==> src/rtl/execute_stage.sv <==
// execute_stage: ALU, branch resolution and iterative shift-add MUL behind the decoder; owns halt/stall.
// Optional macro EXEC_FORWARD_EN enables a one-deep bypass from the registered ex_wb result. Rev 1.0
`default_nettype none

module execute_stage #(
  parameter int MUL_BITS_PER_CYCLE = 1,
  parameter bit HALT_ON_ILLEGAL    = 1'b0
) (
  input  logic         clock,
  input  logic         reset_n,
  input  logic [175:0] id_ex,
  input  logic         id_valid,
  output logic [70:0]  ex_wb,
  output logic         ex_valid,
  output logic         stall,
  output logic         halted
);

  localparam int MUL_STEPS = 32 / MUL_BITS_PER_CYCLE;

  typedef enum logic [1:0] {RUN = 2'd0, MUL_BUSY = 2'd1, HALT = 2'd2} state_t;
  state_t state;

  logic [31:0] instr, pc, rs_in, rt_in, imm, rs_val, rt_val;
  logic [15:0] op;
  logic [4:0]  rs_fld, rt_fld, rd_fld;

  assign instr  = id_ex[31:0];
  assign pc     = id_ex[63:32];
  assign rs_in  = id_ex[95:64];
  assign rt_in  = id_ex[127:96];
  assign imm    = id_ex[159:128];
  assign op     = id_ex[175:160];
  assign rs_fld = instr[25:21];
  assign rt_fld = instr[20:16];
  assign rd_fld = instr[15:11];

`ifdef EXEC_FORWARD_EN
  logic fwd_ok;
  assign fwd_ok = ex_wb[37] && (ex_wb[36:32] != 5'd0);
  assign rs_val = (fwd_ok && ex_wb[36:32] == rs_fld) ? ex_wb[31:0] : rs_in;
  assign rt_val = (fwd_ok && ex_wb[36:32] == rt_fld) ? ex_wb[31:0] : rt_in;
`else
  assign rs_val = rs_in;
  assign rt_val = rt_in;
`endif

  logic unused_bits;
  assign unused_bits = ^{instr[31:26], instr[10:0], rs_fld, rt_fld};

  logic legal, is_hlt, is_mul;
  assign legal  = (op != 16'd0) && ((op & (op - 16'd1)) == 16'd0);
  assign is_hlt = legal ? op[13] : HALT_ON_ILLEGAL;
  assign is_mul = legal && op[12];

  // Single-cycle result; MUL/HLT/NOP/illegal fall through to the all-zero default.
  logic [31:0] res, target;
  logic [4:0]  dest;
  logic        we, taken;

  always_comb begin
    res    = 32'd0;
    target = 32'd0;
    dest   = 5'd0;
    we     = 1'b0;
    taken  = 1'b0;
    case (op)
      16'h0001: begin res = rs_val + rt_val;           dest = rd_fld; we = 1'b1; end
      16'h0002: begin res = rs_val - rt_val;           dest = rd_fld; we = 1'b1; end
      16'h0004: begin res = imm;                       dest = rt_fld; we = 1'b1; end
      16'h0008: begin res = rs_val << rt_val[4:0];     dest = rd_fld; we = 1'b1; end
      16'h0010: begin res = rs_val >> rt_val[4:0];     dest = rd_fld; we = 1'b1; end
      16'h0020: begin res = rs_val & rt_val;           dest = rd_fld; we = 1'b1; end
      16'h0040: begin res = rs_val | rt_val;           dest = rd_fld; we = 1'b1; end
      16'h0080: begin res = rs_val ^ rt_val;           dest = rd_fld; we = 1'b1; end
      16'h0100: begin target = pc + (imm << 2); taken = 1'b1; end
      16'h0200: begin target = pc + (imm << 2); taken = (rs_val != rt_val); end
      16'h0400: begin res = rs_val;                    dest = rt_fld; we = 1'b1; end
      16'h0800: begin res = rs_val + imm;              dest = rt_fld; we = 1'b1; end
      default: ;
    endcase
  end

  logic [31:0] mul_a, mul_b, mul_acc, acc_next;
  logic [4:0]  mul_dest;
  logic [5:0]  mul_cnt;

  // Only the low 32 product bits are kept, so the shifted multiplicand may truncate freely.
  always_comb begin
    acc_next = mul_acc;
    for (int i = 0; i < MUL_BITS_PER_CYCLE; i++) begin
      if (mul_b[i]) acc_next = acc_next + (mul_a << i);
    end
  end

  assign stall = (state == MUL_BUSY);

  always_ff @(posedge clock or negedge reset_n) begin
    if (!reset_n) begin
      state    <= RUN;
      ex_wb    <= 71'd0;
      ex_valid <= 1'b0;
      halted   <= 1'b0;
      mul_a    <= 32'd0;
      mul_b    <= 32'd0;
      mul_acc  <= 32'd0;
      mul_dest <= 5'd0;
      mul_cnt  <= 6'd0;
    end else begin
      ex_valid <= 1'b0;
      case (state)
        RUN: begin
          if (id_valid) begin
            if (is_hlt) begin
              state    <= HALT;
              halted   <= 1'b1;
              ex_wb    <= 71'd0;
              ex_valid <= 1'b1;
            end else if (is_mul) begin
              state    <= MUL_BUSY;
              mul_a    <= rs_val;
              mul_b    <= rt_val;
              mul_acc  <= 32'd0;
              mul_dest <= rd_fld;
              mul_cnt  <= 6'd0;
            end else begin
              ex_wb    <= {taken, target, we, dest, res};
              ex_valid <= 1'b1;
            end
          end
        end
        MUL_BUSY: begin
          mul_acc <= acc_next;
          mul_a   <= mul_a << MUL_BITS_PER_CYCLE;
          mul_b   <= mul_b >> MUL_BITS_PER_CYCLE;
          mul_cnt <= mul_cnt + 6'd1;
          if (mul_cnt == 6'(MUL_STEPS - 1)) begin
            ex_wb    <= {1'b0, 32'd0, 1'b1, mul_dest, acc_next};
            ex_valid <= 1'b1;
            state    <= RUN;
          end
        end
        HALT: ;
        default: state <= RUN;
      endcase
    end
  end

endmodule

`default_nettype wire

==> config.mk <==
export PLATFORM = sky130hd
export DESIGN_NAME = execute_stage
export DESIGN_NICKNAME = d
export VERILOG_FILES = /design/src/rtl/execute_stage.sv
export SDC_FILE = /design/constraint.sdc
export NUM_CORES = 1
export LEC_CHECK = 0
export ABC_CLOCK_PERIOD_IN_PS = 8200
export BUFFER_PORTS_ARGS = -buffer_cell sky130_fd_sc_hd__buf_2
export CAP_MARGIN = 20
export CORE_ASPECT_RATIO = 0.7
export CORE_MARGIN = 2
export CORE_UTILIZATION = 25
export CTS_CLUSTER_SIZE = 40
export DETAILED_ROUTE_END_ITERATION = 6
export GPL_ROUTABILITY_DRIVEN = 1
export HOLD_SLACK_MARGIN = 0.06
export PLACE_DENSITY = 0.5
export SYNTH_ARGS = -nofsm -noshare
export SYNTH_HDL_FRONTEND = slang
export SYNTH_SLANG_ARGS = --single-unit
==> constraint.sdc <==
create_clock -name clock -period 8.2 [get_ports clock]
set_input_delay 0 -clock clock [delete_from_list [all_inputs] [get_ports clock]]
set_output_delay 0 -clock clock [all_outputs]
set_load 0.05 [all_outputs]
==> results of run 1 <==
## final timing paths
check | start | to | slack, ps | cells past startpoint
worst max register to register | mul_a[5]$_DFFE_PN0P_ | ex_wb[29]$_DFFE_PN0P_ | 4050 | 11
min in group clock | id_ex[151] | ex_wb[63]$_DFFE_PN0P_ | 70 | 4
worst min register to register | ex_wb[68]$_DFFE_PN0P_ | ex_wb[68]$_DFFE_PN0P_ | 470 | 2
worst min-delay path | reset_n | ex_wb[33]$_DFFE_PN0P_ | 60 | 3
max in group asynchronous | reset_n | mul_b[2]$_DFFE_PN0P_ | 7300 | 3
worst max-delay path | id_ex[173] | ex_wb[25]$_DFFE_PN0P_ | 2530 | 17
## sequential cells by signal (all words and copies together) (netlist names)
signal,flops
halted,1
mul_a,32
mul_dest,5
mul_b,32
ex_valid,1
mul_acc,32
mul_cnt,6
ex_wb,71
state,2
## routing by layer
layer	global-route usage [%]	up-vias
met1	31.38	10600
met2	29.62	927
met5	1.077	-
met3	7.610	97
met4	4.640	16
li1	-	10350
## cell type report
cell class              count  area [um^2]
diodes                      2        5.005
clock buffers              18        429.2
clock inverters            14        167.7
fillers                  9008        57700
inverters                 121        454.2
multi-input cells        2205        15130
flip-flops and latches    182         4554
well taps                1080         1351
repair buffers            385         2671
## critical path: stages
cell,delay (ps)
dlygate4sd3_1,530
buf_2,170
or4_4,560
nor4_2,200
buf_4,630
o21ai_0,300
ha_1,370
a211oi_1,290
o211ai_1,230
a31oi_1,550
a211oi_1,250
o31ai_1,790
o21ai_0,280
xnor2_1,200
o221ai_1,190
a211oi_1,290
o21ai_0,110
## cells by family (layout without fill, tap and decap cells)
| logic type | count (synthesis) | after routing |
|---|---|---|
| xor gates and xnor gates | 95 | 95 |
| other | 0 | 2 |
| and+or+nand+nor | 892 | 892 |
| muxes | 134 | 134 |
| adders and majority gates | 200 | 200 |
| AOI/OAI and AO/OA | 884 | 884 |
| buffers and inverters | 302 | 538 |
| DFF | 182 | 182 |
## per-stage QoR
stage,cells,hold slack [ps]
3_3_place_gp,3852,-4.715
6_report,4007,60.84
2_1_floorplan,2689,-295.6
4_1_cts,4005,60.52
5_1_grt,4006,98.61
3_5_place_dp,3852,-6.471
## placed cells by master (no fill, tap or decap), types with 13 or more instances in the layout
cell	count
a211oi_1	35
a21o_1	65
a21oi_1	202
a221o_1	16
a221oi_1	36
a22oi_1	16
a31oi_1	82
and3_1	16
buf_2	228
buf_4	33
clkbuf_16	17
dfrtp_1	182
dlygate4sd3_1	120
ha_1	195
inv_1	117
mux2_2	24
mux2i_1	67
mux4_2	43
nand2_1	359
nand2b_1	18
nand3_1	52
nand4_1	20
nor2_1	264
nor2b_1	16
nor3_1	45
nor4_1	17
o2111ai_1	13
o211ai_1	18
o21ai_0	205
o21bai_1	27
o22ai_1	23
o31ai_1	18
or3_1	22
xnor2_1	59
xor2_1	36
## power groups by stage
stage,sequential [mW],clock (mW),combinational [mW]
floorplan,0.940,0,0.545
global route,0.908,0.962,1.03
finish,0.907,0.907,0.961
CTS,0.907,0.937,0.933
global placement,0.925,0,0.878
detailed placement,0.925,0,0.872
==> impl_metrics.json, run 1 <==
{
  "p_total_mw": 2.775,
  "yosysMostFrequentCell": "nand2_1",
  "synth_xor_area_share_pct": 3.996,
  "globalRoute.totalOverflow": 0,
  "place.gp.congestion": 0.9848,
  "drv_cap": 0,
  "crit_type": "in2reg",
  "fin_setup_tns_ps": 0,
  "syn_area_per_cell_um2": 7.743,
  "slew_viol_final": 0,
  "grtUsageTotal_pct": 21.47,
  "die-area_mm2": 0.08564,
  "required_ps": 8560,
  "top_layer": "met5",
  "ys_types": 92,
  "postLayoutCoreUtil_pct": 30.03,
  "clock_skew_ps": 19.62,
  "firstDrtPassIters": 7,
  "post-route-cell-area_mm2": 0.02477,
  "synthFlopType": "dfrtp_1",
  "cts_setup_buffers": 0,
  "start_util_pct": 25.25,
  "combPwrFrac_pct": 34.6,
  "cts_buffers": 17,
  "pre_cts_ws_ps": 2762,
  "hold_viol_final": 0,
  "synth-seq-cells": 182,
  "ant_nets": 0,
  "rsz0062_at_grt": "false",
  "die_w_um": 348.9,
  "synth_nets": 3067,
  "clkSinkCount": 182,
  "startpoint_type": "input pin",
  "place_area_mm2": 0.02294,
  "synth_edf_count": 0,
  "layout-drive-gt1-share_pct": 13.71,
  "yosys.area.top_type_share_pct": 21.88,
  "vias": 21990,
  "grt_pass1_wl_mm": 137.0,
  "cts_resized": 0,
  "synthesis.area_mm2": 0.02082,
  "cts_root_buf": "clkbuf_16",
  "grt_pass1_vias": 20250,
  "period_share_pct": 69.13,
  "fp.dieH_um": 245.4,
  "clockBufferDepth": 2,
  "drc": 3,
  "cp_data_arrival_time_ps": 6030,
  "dp_hpwl_mm": 72.92,
  "synth_top_family_by_area": "compound AO/OA/AOI/OAI gates",
  "clk_latency_ps": 510,
  "tightestPinTransition_ps": 1100,
  "setup_slack_ps": 2531,
  "port-buffer-count": 230,
  "ir_worst_vdd_mv": 0.1562,
  "p_int_mw": 1.714,
  "period_minus_slack_ps": 5669,
  "num_rows": 88,
  "core_mm2": 0.08247,
  "postSynthCellCount": 2689,
  "worstHoldPathType": "in2async",
  "synthTopCellsByArea": "dfrtp_1 (22%), ha_1 (12%), nand2_1 (6.5%)",
  "path_max_fanout": 67,
  "met1_length_mm": 44.89,
  "synth_compound_area_share_pct": 27.81,
  "muxShareOfSynthArea_pct": 9.171,
  "wl_met3_mm": 10.31,
  "post_drt_wl_per_cell_um": 23.45,
  "async_reset_ff_share_pct": 100.0,
  "ys_warn_count": 0,
  "area_delta_synth_final_pct": 18.95,
  "leakage_nw": 10.96,
  "setup_viol": 0,
  "powerDensity_mw_per_mm2": 112.0,
  "io_pins": 253,
  "synth_adder_area_share_pct": 12.15,
  "cts_tree": "yes",
  "p_sw_mw": 1.061,
  "max_freq_mhz": 176.4,
  "holdBufCountCts": 121,
  "ctsHtreeMaxLevel": 4,
  "swShare_pct": 38.24,
  "synth-simple-area-share_pct": 19.21,
  "drtIter0Drc": 2458,
  "clk_pin_slew_ps": 80,
  "yosys-top-cells-count": "nand2_1 (359), nor2_1 (264), o21ai_0 (206)",
  "drt_wl_total_mm": 93.95,
  "wl_met2_mm": 36.86,
  "grt_antenna_before_repair": 11,
  "viasPerCell": 5.487,
  "end_kind": "flip-flop",
  "violations": "design-rule violations",
  "fin_nets": 3290,
  "grt_max_degree": 139,
  "sequentialPowerShare_pct": 32.7,
  "yosysTopAreaCell": "dfrtp_1",
  "outcome": "complete, but fails checks",
  "clock_power_share_pct": 32.7,
  "maxSlewHeadroom_pct": 24.74,
  "seq_area_frac_synth_pct": 21.88
}
No activity file was read; power rests on OpenSTA's default activity.
==> run 2: changes to the inputs <==
Settings changed: ABC_CLOCK_PERIOD_IN_PS 8200 to 4900, PLACE_DENSITY 0.5 to 0.51.
Clock period 8.2 ns to 4.9 ns, I/O delays scaled along.
==> run 2 against run 1 <==
The run now ends clean; flip-flop and latch count stayed put; hold slack better by 31 ps; combinational power is 71% higher; utilization is 0.35 points higher; via count is 1.7% higher; routed wire length is 2.4% higher; clock-buffer cell count is 1 lower; sequential power is 68% higher; die area stayed put.
==> impl_metrics.json, run 2 (synthesis gave the netlist of run 1 again) <==
{
  "clk_latency_ps": 510,
  "port-buffer-count": 230,
  "period_share_pct": 97.32,
  "grt_max_degree": 138,
  "path_max_fanout": 27,
  "p_total_mw": 4.755,
  "fin_nets": 3321,
  "clk_pin_slew_ps": 80,
  "max_freq_mhz": 209.7,
  "holdPathStages": 5,
  "vias": 22370,
  "clockBufferDepth": 2,
  "post-route-cell-area_mm2": 0.02506,
  "io_pins": 253,
  "powerDensity_mw_per_mm2": 189.8,
  "place.gp.congestion": 1.013,
  "globalRoute.totalOverflow": 0,
  "holdCritStartpoint": "id_ex[39]",
  "timing.rr.end": "ex_wb[29]$_DFFE_PN0P_",
  "grtUsageTotal_pct": 21.95,
  "cts_root_buf": "clkbuf_16",
  "startpoint": "id_ex[173]",
  "clkSinkCount": 182,
  "grt_pass1_wl_mm": 139.3,
  "drtIter0Drc": 2619,
  "fp.dieH_um": 245.4,
  "cp_data_arrival_time_ps": 5140,
  "clock_skew_ps": 15.81,
  "top_register": "ex_wb",
  "post-place-cells": 3887,
  "setup_slack_ps": 131.3,
  "die-area_mm2": 0.08564,
  "place_area_mm2": 0.02321,
  "reg2reg_slack_ps": 900,
  "final_common_cell": "nand2_1",
  "grt_pass1_vias": 20300,
  "cts_buffers": 17,
  "die_w_um": 348.9,
  "slew_viol_final": 0,
  "tightestPinTransition_ps": 1192,
  "drc": 0,
  "required_ps": 5270,
  "fin_setup_tns_ps": 0,
  "grt_antenna_before_repair": 10,
  "viasPerCell": 5.536,
  "crit_type": "in2reg",
  "maxSlewHeadroom_pct": 19.98,
  "final_cell_mix": "nand2_1 (359), nor2_1 (264), buf_2 (228)",
  "r2r_start": "mul_a[4]$_DFFE_PN0P_",
  "worstHoldPathType": "in2reg",
  "start_util_pct": 25.25,
  "period_minus_slack_ps": 4769,
  "min_to": "ex_wb[45]$_DFFE_PN0P_",
  "ff2ff_path_depth": 12,
  "cts_tree": "yes",
  "end_kind": "flip-flop",
  "dp_hpwl_mm": 75.23,
  "leakage_nw": 11.13,
  "pre_cts_ws_ps": 252.7,
  "ctsHtreeMaxLevel": 4,
  "hold_viol_final": 0,
  "outcome": "complete, no violations",
  "layout-drive-gt1-share_pct": 14.82,
  "setup_viol": 0,
  "core_mm2": 0.08247,
  "drv_cap": 0,
  "num_rows": 88,
  "startpoint_type": "input pin",
  "ant_nets": 0,
  "firstDrtPassIters": 7,
  "largest_reg_flops": 71,
  "drt_wl_total_mm": 96.23,
  "post_drt_wl_per_cell_um": 23.82,
  "final_cells": 4040,
  "ir_worst_vdd_mv": 0.2811,
  "area_delta_synth_final_pct": 20.35
}
-- run 2: worst max-delay path, stage by stage --
cell	delay, ps
dlygate4sd3_1	540
buf_2	160
or4_4	560
nor4_2	230
buf_4	290
buf_4	320
o21ai_0	200
ha_1	360
a21oi_1	270
o211ai_1	220
a31oi_2	380
a21oi_1	140
xnor2_1	160
nor2_1	80
a2111oi_0	720
nand3_1	230
a21oi_1	180
o21ai_0	80
-- run 2: routing by layer --
metal	vias up	part of all wire (%)	GRT usage, %
met3	102	12	8.283
met5	-	0.10	0
li1	10420	-	-
met2	1053	39	29.54
met1	10780	48	32.48
met4	16	1.8	4.627
-- run 2: power breakdown --
group	leakage (nW)	internal, mW	switching, mW
sequential	2.16	1.51	0.00744
clock	0.313	0.826	0.771
combinational	8.66	0.605	1.03
total	11.1	2.94	1.81
-- run 2: worst max-delay path by stage --
| stage | endpoint | slack (ps) | depth (start not counted) |
|---|---|---|---|
| 6_report | ex_wb[13]$_DFFE_PN0P_ | 130 | 18 |
| 5_1_grt | ex_wb[29]$_DFFE_PN0P_ | -5 | 18 |
| 4_1_cts | ex_wb[29]$_DFFE_PN0P_ | 270 | 18 |
| 3_5_place_dp | ex_wb[29]$_DFFE_PN0P_ | 250 | 17 |
| 3_3_place_gp | ex_wb[29]$_DFFE_PN0P_ | 330 | 17 |
| 2_1_floorplan | ex_wb[30]$_DFFE_PN0P_ | 380 | 19 |
-- run 2: final cells by class --
class                      count  area (um^2)
tap                         1080         1351
clock buffer                  17        425.4
inverter                     121        454.2
timing repair buffer         416         2914
clock inverter                15        211.5
fill                        8888        57410
multi-input combinational   2205        15140
antenna                        4        10.01
sequential                   182         4554
-- run 2: per-stage QoR --
step,hold WS [ps],util (%)
final,91.83,30.38
after global routing,92.47,30.37
after CTS,60.24,30.35
after detailed placement,-10.94,28.15
after global placement,-10.96,28.15
after floorplan,-295.6,-
-- run 2: repair_timing --
item,CTS,global route
endpoints found under the hold margin,177,0
setup endpoints to repair,0,3
setup buffers,0,0
gates resized for setup,0,2
hold buffers,116,0
